## src/rtl/regfile_wb_ctrl_pkg.sv

```systemverilog
// regfile_wb_ctrl_pkg: shared widths and the write-port source select encoding
package regfile_wb_ctrl_pkg;

    localparam int DEPTH_DEF = 4;
    localparam int AW_DEF    = 5;
    localparam int DW_DEF    = 32;

    typedef enum logic [1:0] {
        SEL_NONE,
        SEL_ALU,
        SEL_MEM
    } wb_sel_e;

endpackage

```

## src/rtl/regfile_wb_ctrl_pend_fifo.sv

```systemverilog
// regfile_wb_ctrl_pend_fifo: circular buffer of pending load writes with per-entry valid
//   push/push_valid/push_addr/push_data : enqueue at write pointer
//   pop                                 : drop head (head_* show the entry being dropped)
//   kill/kill_addr                      : invalidate every stored entry aimed at kill_addr
//   s1_addr/s2_addr -> s1_hit/s2_hit    : any valid entry aimed at the address
//   count                               : occupied entries, valid or not
module regfile_wb_ctrl_pend_fifo #(
    parameter int DEPTH = 4,
    parameter int AW    = 5,
    parameter int DW    = 32,
    localparam int PW   = $clog2(DEPTH),
    localparam int CW   = PW + 1
) (
    input  logic          clk,
    input  logic          rst,
    input  logic          push,
    input  logic          push_valid,
    input  logic [AW-1:0] push_addr,
    input  logic [DW-1:0] push_data,
    input  logic          pop,
    input  logic          kill,
    input  logic [AW-1:0] kill_addr,
    input  logic [AW-1:0] s1_addr,
    input  logic [AW-1:0] s2_addr,
    output logic          s1_hit,
    output logic          s2_hit,
    output logic          head_valid,
    output logic [AW-1:0] head_addr,
    output logic [DW-1:0] head_data,
    output logic [CW-1:0] count
);

    logic [DEPTH-1:0] vld_q, vld_d, m1, m2;
    logic [AW-1:0]    addr_q [DEPTH];
    logic [AW-1:0]    addr_d [DEPTH];
    logic [DW-1:0]    data_q [DEPTH];
    logic [DW-1:0]    data_d [DEPTH];
    logic [PW-1:0]    wr_q, wr_d, rd_q, rd_d;
    logic [CW-1:0]    cnt_q, cnt_d;

    always_comb begin
        vld_d  = vld_q;
        addr_d = addr_q;
        data_d = data_q;
        wr_d   = wr_q;
        rd_d   = rd_q;
        for (int i = 0; i < DEPTH; i++) begin
            m1[i] = vld_q[i] && addr_q[i] == s1_addr;
            m2[i] = vld_q[i] && addr_q[i] == s2_addr;
            if (kill && addr_q[i] == kill_addr) vld_d[i] = 1'b0;
        end
        // popped slots are cleared so vld alone means "occupied and still live"
        if (pop) begin
            vld_d[rd_q] = 1'b0;
            rd_d        = rd_q + PW'(1);
        end
        if (push) begin
            vld_d[wr_q]  = push_valid;
            addr_d[wr_q] = push_addr;
            data_d[wr_q] = push_data;
            wr_d         = wr_q + PW'(1);
        end
        cnt_d = cnt_q + CW'(push) - CW'(pop);
    end

    always_ff @(posedge clk or posedge rst) begin
        if (rst) begin
            vld_q <= '0;
            wr_q  <= '0;
            rd_q  <= '0;
            cnt_q <= '0;
            for (int i = 0; i < DEPTH; i++) begin
                addr_q[i] <= '0;
                data_q[i] <= '0;
            end
        end else begin
            vld_q  <= vld_d;
            addr_q <= addr_d;
            data_q <= data_d;
            wr_q   <= wr_d;
            rd_q   <= rd_d;
            cnt_q  <= cnt_d;
        end
    end

    assign s1_hit     = |m1;
    assign s2_hit     = |m2;
    assign head_valid = vld_q[rd_q];
    assign head_addr  = addr_q[rd_q];
    assign head_data  = data_q[rd_q];
    assign count      = cnt_q;

endmodule

```

## src/rtl/regfile_wb_ctrl.sv

```systemverilog
// regfile_wb_ctrl: merges ALU and load results onto the single regfile write port
//   alu_*                  : ALU result, always wins the port, no backpressure
//   mem_valid/mem_ready    : load results buffered in a DEPTH-entry FIFO, drained when ALU idle
//   we/waddr/wdata         : registered regfile write port
//   raddrX -> fwdX_*/pendX : forward from write-port stage, stall on pending FIFO writes
//   fifo_count             : occupied FIFO entries
module regfile_wb_ctrl
    import regfile_wb_ctrl_pkg::*;
#(
    parameter int DEPTH = DEPTH_DEF,
    parameter int AW    = AW_DEF,
    parameter int DW    = DW_DEF,
    localparam int CW   = $clog2(DEPTH) + 1
) (
    input  logic          clk,
    input  logic          rst,
    input  logic          alu_valid,
    input  logic [AW-1:0] alu_waddr,
    input  logic [DW-1:0] alu_wdata,
    input  logic          mem_valid,
    output logic          mem_ready,
    input  logic [AW-1:0] mem_waddr,
    input  logic [DW-1:0] mem_wdata,
    output logic          we,
    output logic [AW-1:0] waddr,
    output logic [DW-1:0] wdata,
    input  logic [AW-1:0] raddr1,
    input  logic [AW-1:0] raddr2,
    output logic          fwd1_hit,
    output logic [DW-1:0] fwd1_data,
    output logic          fwd2_hit,
    output logic [DW-1:0] fwd2_data,
    output logic          pend1,
    output logic          pend2,
    output logic [CW-1:0] fifo_count
);

    wb_sel_e       sel;
    logic          alu_fire, push, push_valid, pop;
    logic          head_valid, s1_hit, s2_hit;
    logic [AW-1:0] head_addr;
    logic [DW-1:0] head_data;
    logic          we_q, we_d;
    logic [AW-1:0] waddr_q, waddr_d;
    logic [DW-1:0] wdata_q, wdata_d;

    always_comb begin
        alu_fire   = alu_valid && alu_waddr != '0;
        // ready looks only at the registered count so a same-cycle pop never admits a push
        mem_ready  = !rst && fifo_count < CW'(DEPTH);
        push       = mem_valid && mem_ready;
        // ALU is younger than a same-cycle load to the same register, so that load must not land
        push_valid = mem_waddr != '0 && !(alu_fire && mem_waddr == alu_waddr);
        sel        = alu_fire ? SEL_ALU : (fifo_count != '0 ? SEL_MEM : SEL_NONE);
        pop        = sel == SEL_MEM;
        we_d       = sel == SEL_ALU || (pop && head_valid);
        waddr_d    = sel == SEL_ALU ? alu_waddr : (pop ? head_addr : waddr_q);
        wdata_d    = sel == SEL_ALU ? alu_wdata : (pop ? head_data : wdata_q);
        pend1      = raddr1 != '0 && s1_hit;
        pend2      = raddr2 != '0 && s2_hit;
        fwd1_hit   = raddr1 != '0 && we_q && waddr_q == raddr1;
        fwd2_hit   = raddr2 != '0 && we_q && waddr_q == raddr2;
        fwd1_data  = raddr1 != '0 ? wdata_q : '0;
        fwd2_data  = raddr2 != '0 ? wdata_q : '0;
    end

    always_ff @(posedge clk or posedge rst) begin
        if (rst) begin
            we_q    <= 1'b0;
            waddr_q <= '0;
            wdata_q <= '0;
        end else begin
            we_q    <= we_d;
            waddr_q <= waddr_d;
            wdata_q <= wdata_d;
        end
    end

    assign we    = we_q;
    assign waddr = waddr_q;
    assign wdata = wdata_q;

    regfile_wb_ctrl_pend_fifo #(.DEPTH(DEPTH), .AW(AW), .DW(DW)) u_fifo (
        .clk        (clk),
        .rst        (rst),
        .push       (push),
        .push_valid (push_valid),
        .push_addr  (mem_waddr),
        .push_data  (mem_wdata),
        .pop        (pop),
        .kill       (alu_fire),
        .kill_addr  (alu_waddr),
        .s1_addr    (raddr1),
        .s2_addr    (raddr2),
        .s1_hit     (s1_hit),
        .s2_hit     (s2_hit),
        .head_valid (head_valid),
        .head_addr  (head_addr),
        .head_data  (head_data),
        .count      (fifo_count)
    );

endmodule
```

## config.mk

```make
export PLATFORM = sky130hd
export DESIGN_NAME = regfile_wb_ctrl
export DESIGN_NICKNAME = d
export VERILOG_FILES = /design/src/rtl/regfile_wb_ctrl_pkg.sv /design/src/rtl/regfile_wb_ctrl_pend_fifo.sv /design/src/rtl/regfile_wb_ctrl.sv
export SDC_FILE = /design/constraint.sdc
export NUM_CORES = 1
export LEC_CHECK = 0
export CORE_MARGIN = 2
export CORE_UTILIZATION = 45
export DETAILED_ROUTE_END_ITERATION = 6
export MAX_ROUTING_LAYER = met4
export PLACE_DENSITY_LB_ADDON = 0.25
export SETUP_SLACK_MARGIN = 0.1
export SLEW_MARGIN = 20
export SYNTH_ARGS = -nofsm -noshare
export SYNTH_HDL_FRONTEND = slang
export SYNTH_SLANG_ARGS = --single-unit
```

## constraint.sdc

```tcl
create_clock -name clk -period 8.8 [get_ports clk]
set_input_delay 1.76 -clock clk [delete_from_list [all_inputs] [get_ports clk]]
set_output_delay 1.76 -clock clk [all_outputs]
set_load 0.05 [all_outputs]
```

Word level (Yosys, flattened, before mapping)
Cells that the tools add are included.
Widths: inputs -> output; s select.
{ "word_totals": {"ff_bits": 197, "in_bits": 88, "out_inout_bits": 110, "elab_cells": 119} }
{ "op_classes": {"add_sub_neg": 4, "magnitude_cmp": 8, "n_eq_ne": 17, "n_mux": 33, "bitwise_logic": 4, "reduce_logical": 38} }
{ "ops": {"columns": ["operator", "count"], "rows": [
  ["$mux 32", 7],
  ["$bwmux 128", 1],
  ["$eq 5x5->1", 15],
  ["$bmux 32 s2", 1],
  ["$demux 32 s2", 1],
  ["$logic_and 1x1->1", 27],
  ["$mux 5", 5],
  ["$bwmux 20", 1],
  ["$reduce_bool 5->1", 4],
  ["$bmux 5 s2", 1],
  ["$demux 5 s2", 1],
  ["$mux 4", 2],
  ["$reduce_or 4->1", 2],
  ["$mux 1", 7],
  ["$ge 3x3->1 const B", 2],
  ["$lt 2x3->1 const B", 2],
  ["$not 2->3", 2],
  ["$add 2x1->2 const B", 2],
  ["$and 4x4->4", 1],
  ["$bwmux 4", 1],
  ["$demux 1 s2", 2],
  ["$ge 2x1->1 const B", 2],
  ["$mux 2", 2],
  ["$not 4->4", 1],
  ["other kinds (11)", 12]
]} }

Longest topological paths before layout
{ "depth": {"word_depth": 9, "mapped_depth": 13, "mapped_depth_nobuf": 11} }

By module
From an unflattened synthesis, not the netlist that was laid out.
{ "hier_totals": {"hier_cells": 778, "area_unflattened_um2": 10662.7} }
{ "modules_own_cells": {"columns": ["mod", "n_inst", "cells_per_inst", "area_per_inst_um2", "seq_area_each_um2"], "rows": [
  ["regfile_wb_ctrl_pend_fifo", 1, 508, 8066.5, 3978.8],
  ["regfile_wb_ctrl", 1, 270, 2596.2, 950.9]
]} }

Least setup slack after synthesis
OpenSTA, ideal clock, no wires.
{ "synth_timing": {"path_type": "input -> output", "from": "input raddr2[2]", "to": "output fwd2_hit", "arrival_time_ns": 3.992, "required_ns": 7.040, "path_slack_ns": 3.048, "path_stages": 5, "path_buffers": 2, "cell_sequence": "clkbuf_1 or4_1 nor2_2 clkbuf_2 nor4_1"} }
{ "synth_via": {"elab_chain_cells": 3, "word_cells_on_any_way": 4, "classes_between": "eq/ne (1); reduce/logical (3)"} }
{ "synth_rtl": {"columns": ["element", "line", "rtl"], "rows": [
  ["from (decl)", "regfile_wb_ctrl.sv:28", "input logic [AW-1:0] raddr2,"],
  ["$reduce_bool 5->1", "regfile_wb_ctrl.sv:62", "fwd2_hit = raddr2 != '0 && we_q && waddr_q == raddr2;"],
  ["$logic_and 1x1->1", "regfile_wb_ctrl.sv:62", null],
  ["$logic_and 1x1->1 *", "regfile_wb_ctrl.sv:62", null],
  ["to (decl)", "regfile_wb_ctrl.sv:31", "output logic fwd2_hit,"]
]} }
Mark *: on every way between the ends. The rest lies on a longest branch, timed or not.

Final worst setup path
{ "layout_timing": {"from": "input raddr2[0]", "to": "output fwd2_hit"} }
The elaborated chain is that of the path after synthesis.

==> run_results.csv <==
group,metric,value,unit
sta,rsz0062_at_grt,"no",
cells_and_area,final_cell_mix,"nand2_1 (338), clkdlybuf4s50_1 (197), dfrtp_1 (195), nor2b_1 (64), xor2_1 (47)",
setup_path,rr_endpoint,"u_fifo.count[2]",
pwr,power.total,5210,µW
status,status,"finished, final reports clean",
setup_path,ff2ff_path_depth,10,
clock_network,cts_resized,0,
die,core,22600,µm²
synthesis,synth_ff_type,"dfrtp_1",
sta,fmax,0.156,GHz
detailed_routing,dr.first_iter.drc_count,441,
die,die_x,155,µm
global_routing,grt_max_degree,139,
detailed_routing,via_per_inst,5.26,
pwr,seqPwrFrac,34.0,%
hold_path,min_path_type,"reg -> reg",
synthesis,syn-instance-count,1020,
global_routing,grtUsageTotal,23.4,%
clock_network,cts_tree,"yes",
global_routing,grt_pass1_vias,7926,
sta,hold_violations,0,
placed_design,port_buffers,197,
synthesis,synthDistinctLibCells,36,
job,max_cap_violations,0,
cells_and_area,nFillCells,1988,
sta,fin_tns_setup,0,ns
setup_path,cp.required,7.04,ns
placed_design,dp_hpwl,16.3,mm
clock_network,htree_levels,4,
sta,layout_setup_ws,2.40,ns
sta,final-max-slew-violation-count,0,
pwr,leakagePower,0.00603,µW
hold_path,min_path_cells,2,
pwr,combPwrFrac,51.5,%
sta,worst_pin_slew,1.02,ns
synthesis,synth_top_family_by_area,"simple AND/OR/NAND/NOR gates",
pwr,powerDensity,403,nW/µm²
cells_and_area,n_antenna_cell,0,
placed_design,placed_cell_area,12300,µm²
synthesis,synth-compound-area-share,3.75,%
cells_and_area,drive_above_1_share,13.4,%
sta,finalSetupViolCount,0,
synthesis,yosys-mux-area-fraction,15.9,%
global_routing,grt_pass1_wl,43.3,mm
setup_path,cp-endpoint,"fwd2_hit",
die,io_pins,198,
sta,slew_headroom,32.0,%
die,die_area,24200,µm²
placed_design,gp_congestion,0.904,
cells_and_area,layout_commonest_cell,"nand2_1",
clock_network,clock_latency,0.43,ns
setup_path,reg2reg_slack,6.33,ns
setup_path,arrival,4.64,ns
synthesis,syn_avg_cell_area,10.1,µm²
clock_network,clk_pin_slew,0.07,ns
sta,worst_hold_slack,0.474,ns
clock_network,cts_root_buf,"clkbuf_16",
synthesis,netlist_area,10300,µm²
setup_path,r2r_start,"u_fifo.count[2]",
placed_design,place_ws,2.33,ns
pwr,p_int,2890,µW
setup_path,path_class,"in -> out",
pwr,power.share.switching,44.6,%
global_routing,antenna_found_initial,0,
setup_path,critPathMaxFanout,34,
clock_network,postCtsSetupBuffers,0,
clock_network,cts_buffer_depth,2,
cells_and_area,final_nets,1269,
clock_network,cts.sinks,197,
sta,period_minus_slack,6.40,ns
synthesis,synth_adder_area_share,1.41,%
synthesis,synthSimpleGateAreaFrac,20.4,%
synthesis,synth_edf_count,0,
synthesis,yosys_warnings,0,
setup_path,startpoint,"raddr2[0]",
sta,fin_crit_sh,72.8,%
detailed_routing,dr.pass1.iters,5,
synthesis,async_reset_ff_share,100,%
global_routing,grt_overflow,0,
clock_network,numCtsBuffers,17,
detailed_routing,ant_nets,0,
detailed_routing,wl_per_cell,18.1,µm
detailed_routing,drc,0,
synthesis,yosys.area_share.xor_xnor,6.70,%
synthesis,yosysSeqAreaShare,47.8,%
cells_and_area,finalInstanceArea,12900,µm²
synthesis,ys_ff_latch,197,
setup_path,end_kind,"output pin",
detailed_routing,vias,7713,
clock_network,postCtsHoldBufs,0,
cells_and_area,area_growth,25.3,%
detailed_routing,drt-total-wl,26.5,mm
pwr,p_clk_share,14.5,%
die,fp.dieH,155,µm
sta,fin_worst_skew,0.0108,ns
pwr,p_sw,2320,µW
setup_path,startpoint_type,"primary input",
pwr,vdd_drop_max,0.000226,V
synthesis,synth.net_count,1119,
die,rows,55,
die,start_util,45.7,%
[cell usage after synthesis (all sizes together), types with 2 or more instances]
| library cell | n | area share [%] |
|---|---|---|
| a21oi | 35 | 2.8 |
| a31oi | 4 | 0.24 |
| and3 | 5 | 0.30 |
| buf | 41 | 2.5 |
| clkbuf | 31 | 1.2 |
| dfrtp | 197 | 48 |
| ha | 10 | 1.2 |
| inv | 10 | 0.36 |
| mux2 | 38 | 4.1 |
| mux2i | 36 | 3.5 |
| mux4 | 38 | 8.3 |
| nand2 | 342 | 12 |
| nand3 | 18 | 0.87 |
| nand4 | 2 | 0.12 |
| nor2 | 38 | 1.4 |
| nor2b | 64 | 3.9 |
| nor4 | 14 | 0.85 |
| o21ai | 3 | 0.25 |
| o22ai | 5 | 0.30 |
| or4 | 4 | 0.33 |
| xnor2 | 32 | 2.7 |
| xor2 | 47 | 4.0 |
[metal layers]
layer / up-vias / track usage, % / part of all wire [%]
met4: 0 / 4.89 / 0.82
met2: 221 / 36.6 / 48
met1: 3825 / 32.6 / 46
li1: 3649 / - / -
met5: - / - / 0
met3: 18 / 3.93 / 4.9
[through the flow]
step,instances,util (%)
after floorplan,1020,-
after global placement,1435,54.7
after detailed placement,1435,54.7
after CTS,1466,57.2
final,1467,57.3
after global routing,1467,57.3
[area by class of cell]
cell class / instances / area, µm² / share of cell area, %
Multi-Input combinational cell: 741 / 5000 / 38.6
Sequential cell: 197 / 4930 / 38.1
Clock buffer: 19 / 453 / 3.50
Clock inverter: 12 / 113 / 0.870
Timing Repair Buffer: 203 / 2040 / 15.7
Tap cell: 285 / 357 / 2.76
Inverter: 10 / 45.0 / 0.348
[flip-flops by register name, indices dropped and copies added (netlist names)]
register	cells
u_fifo.data_q	128
wdata	32
u_fifo.addr_q	20
waddr	5
u_fifo.vld_q	4
u_fifo.count	3
u_fifo.rd_q	2
u_fifo.wr_q	2
we	1
[cells by family (layout without fill, tap and decap cells)]
logic type / count (synthesis) / count (layout)
buffers and inverters: 82 / 244
XOR/XNOR: 79 / 79
flip-flops: 197 / 197
AO/OA/AOI/OAI: 49 / 49
multiplexers: 112 / 112
AND/OR/NAND/NOR: 490 / 490
adder cells (fa/ha/maj): 11 / 11
[critical path, stage by stage]
cell and delay (ns):
clkdlybuf4s50_1 0.58, or4_1 0.63, nor2_4 0.76, nor4_1 0.16
clkdlybuf4s50_1 0.75
[worst min path at each step]
stage | endpoint | start | slack, ns
global route | u_fifo.data_q[62] | u_fifo.data_q[62] | 0.49
finish | u_fifo.data_q[31] | u_fifo.data_q[31] | 0.47
CTS | u_fifo.data_q[62] | u_fifo.data_q[62] | 0.47
detailed placement | u_fifo.data_q[62] | u_fifo.data_q[62] | 0.46
global placement | u_fifo.data_q[35] | u_fifo.data_q[35] | 0.45
floorplan | u_fifo.data_q[32] | u_fifo.data_q[32] | 0.44
[power by group through the flow]
stage               Clock [µW]  Combinational (µW)  Sequential, µW
finish                     753                2690            1770
global route               811                2880            1840
CTS                        773                2680            1790
detailed placement           0                2670            1800
global placement             0                2620            1790
floorplan                    0                1750            1900
Power figures use the tool's default switching activity.
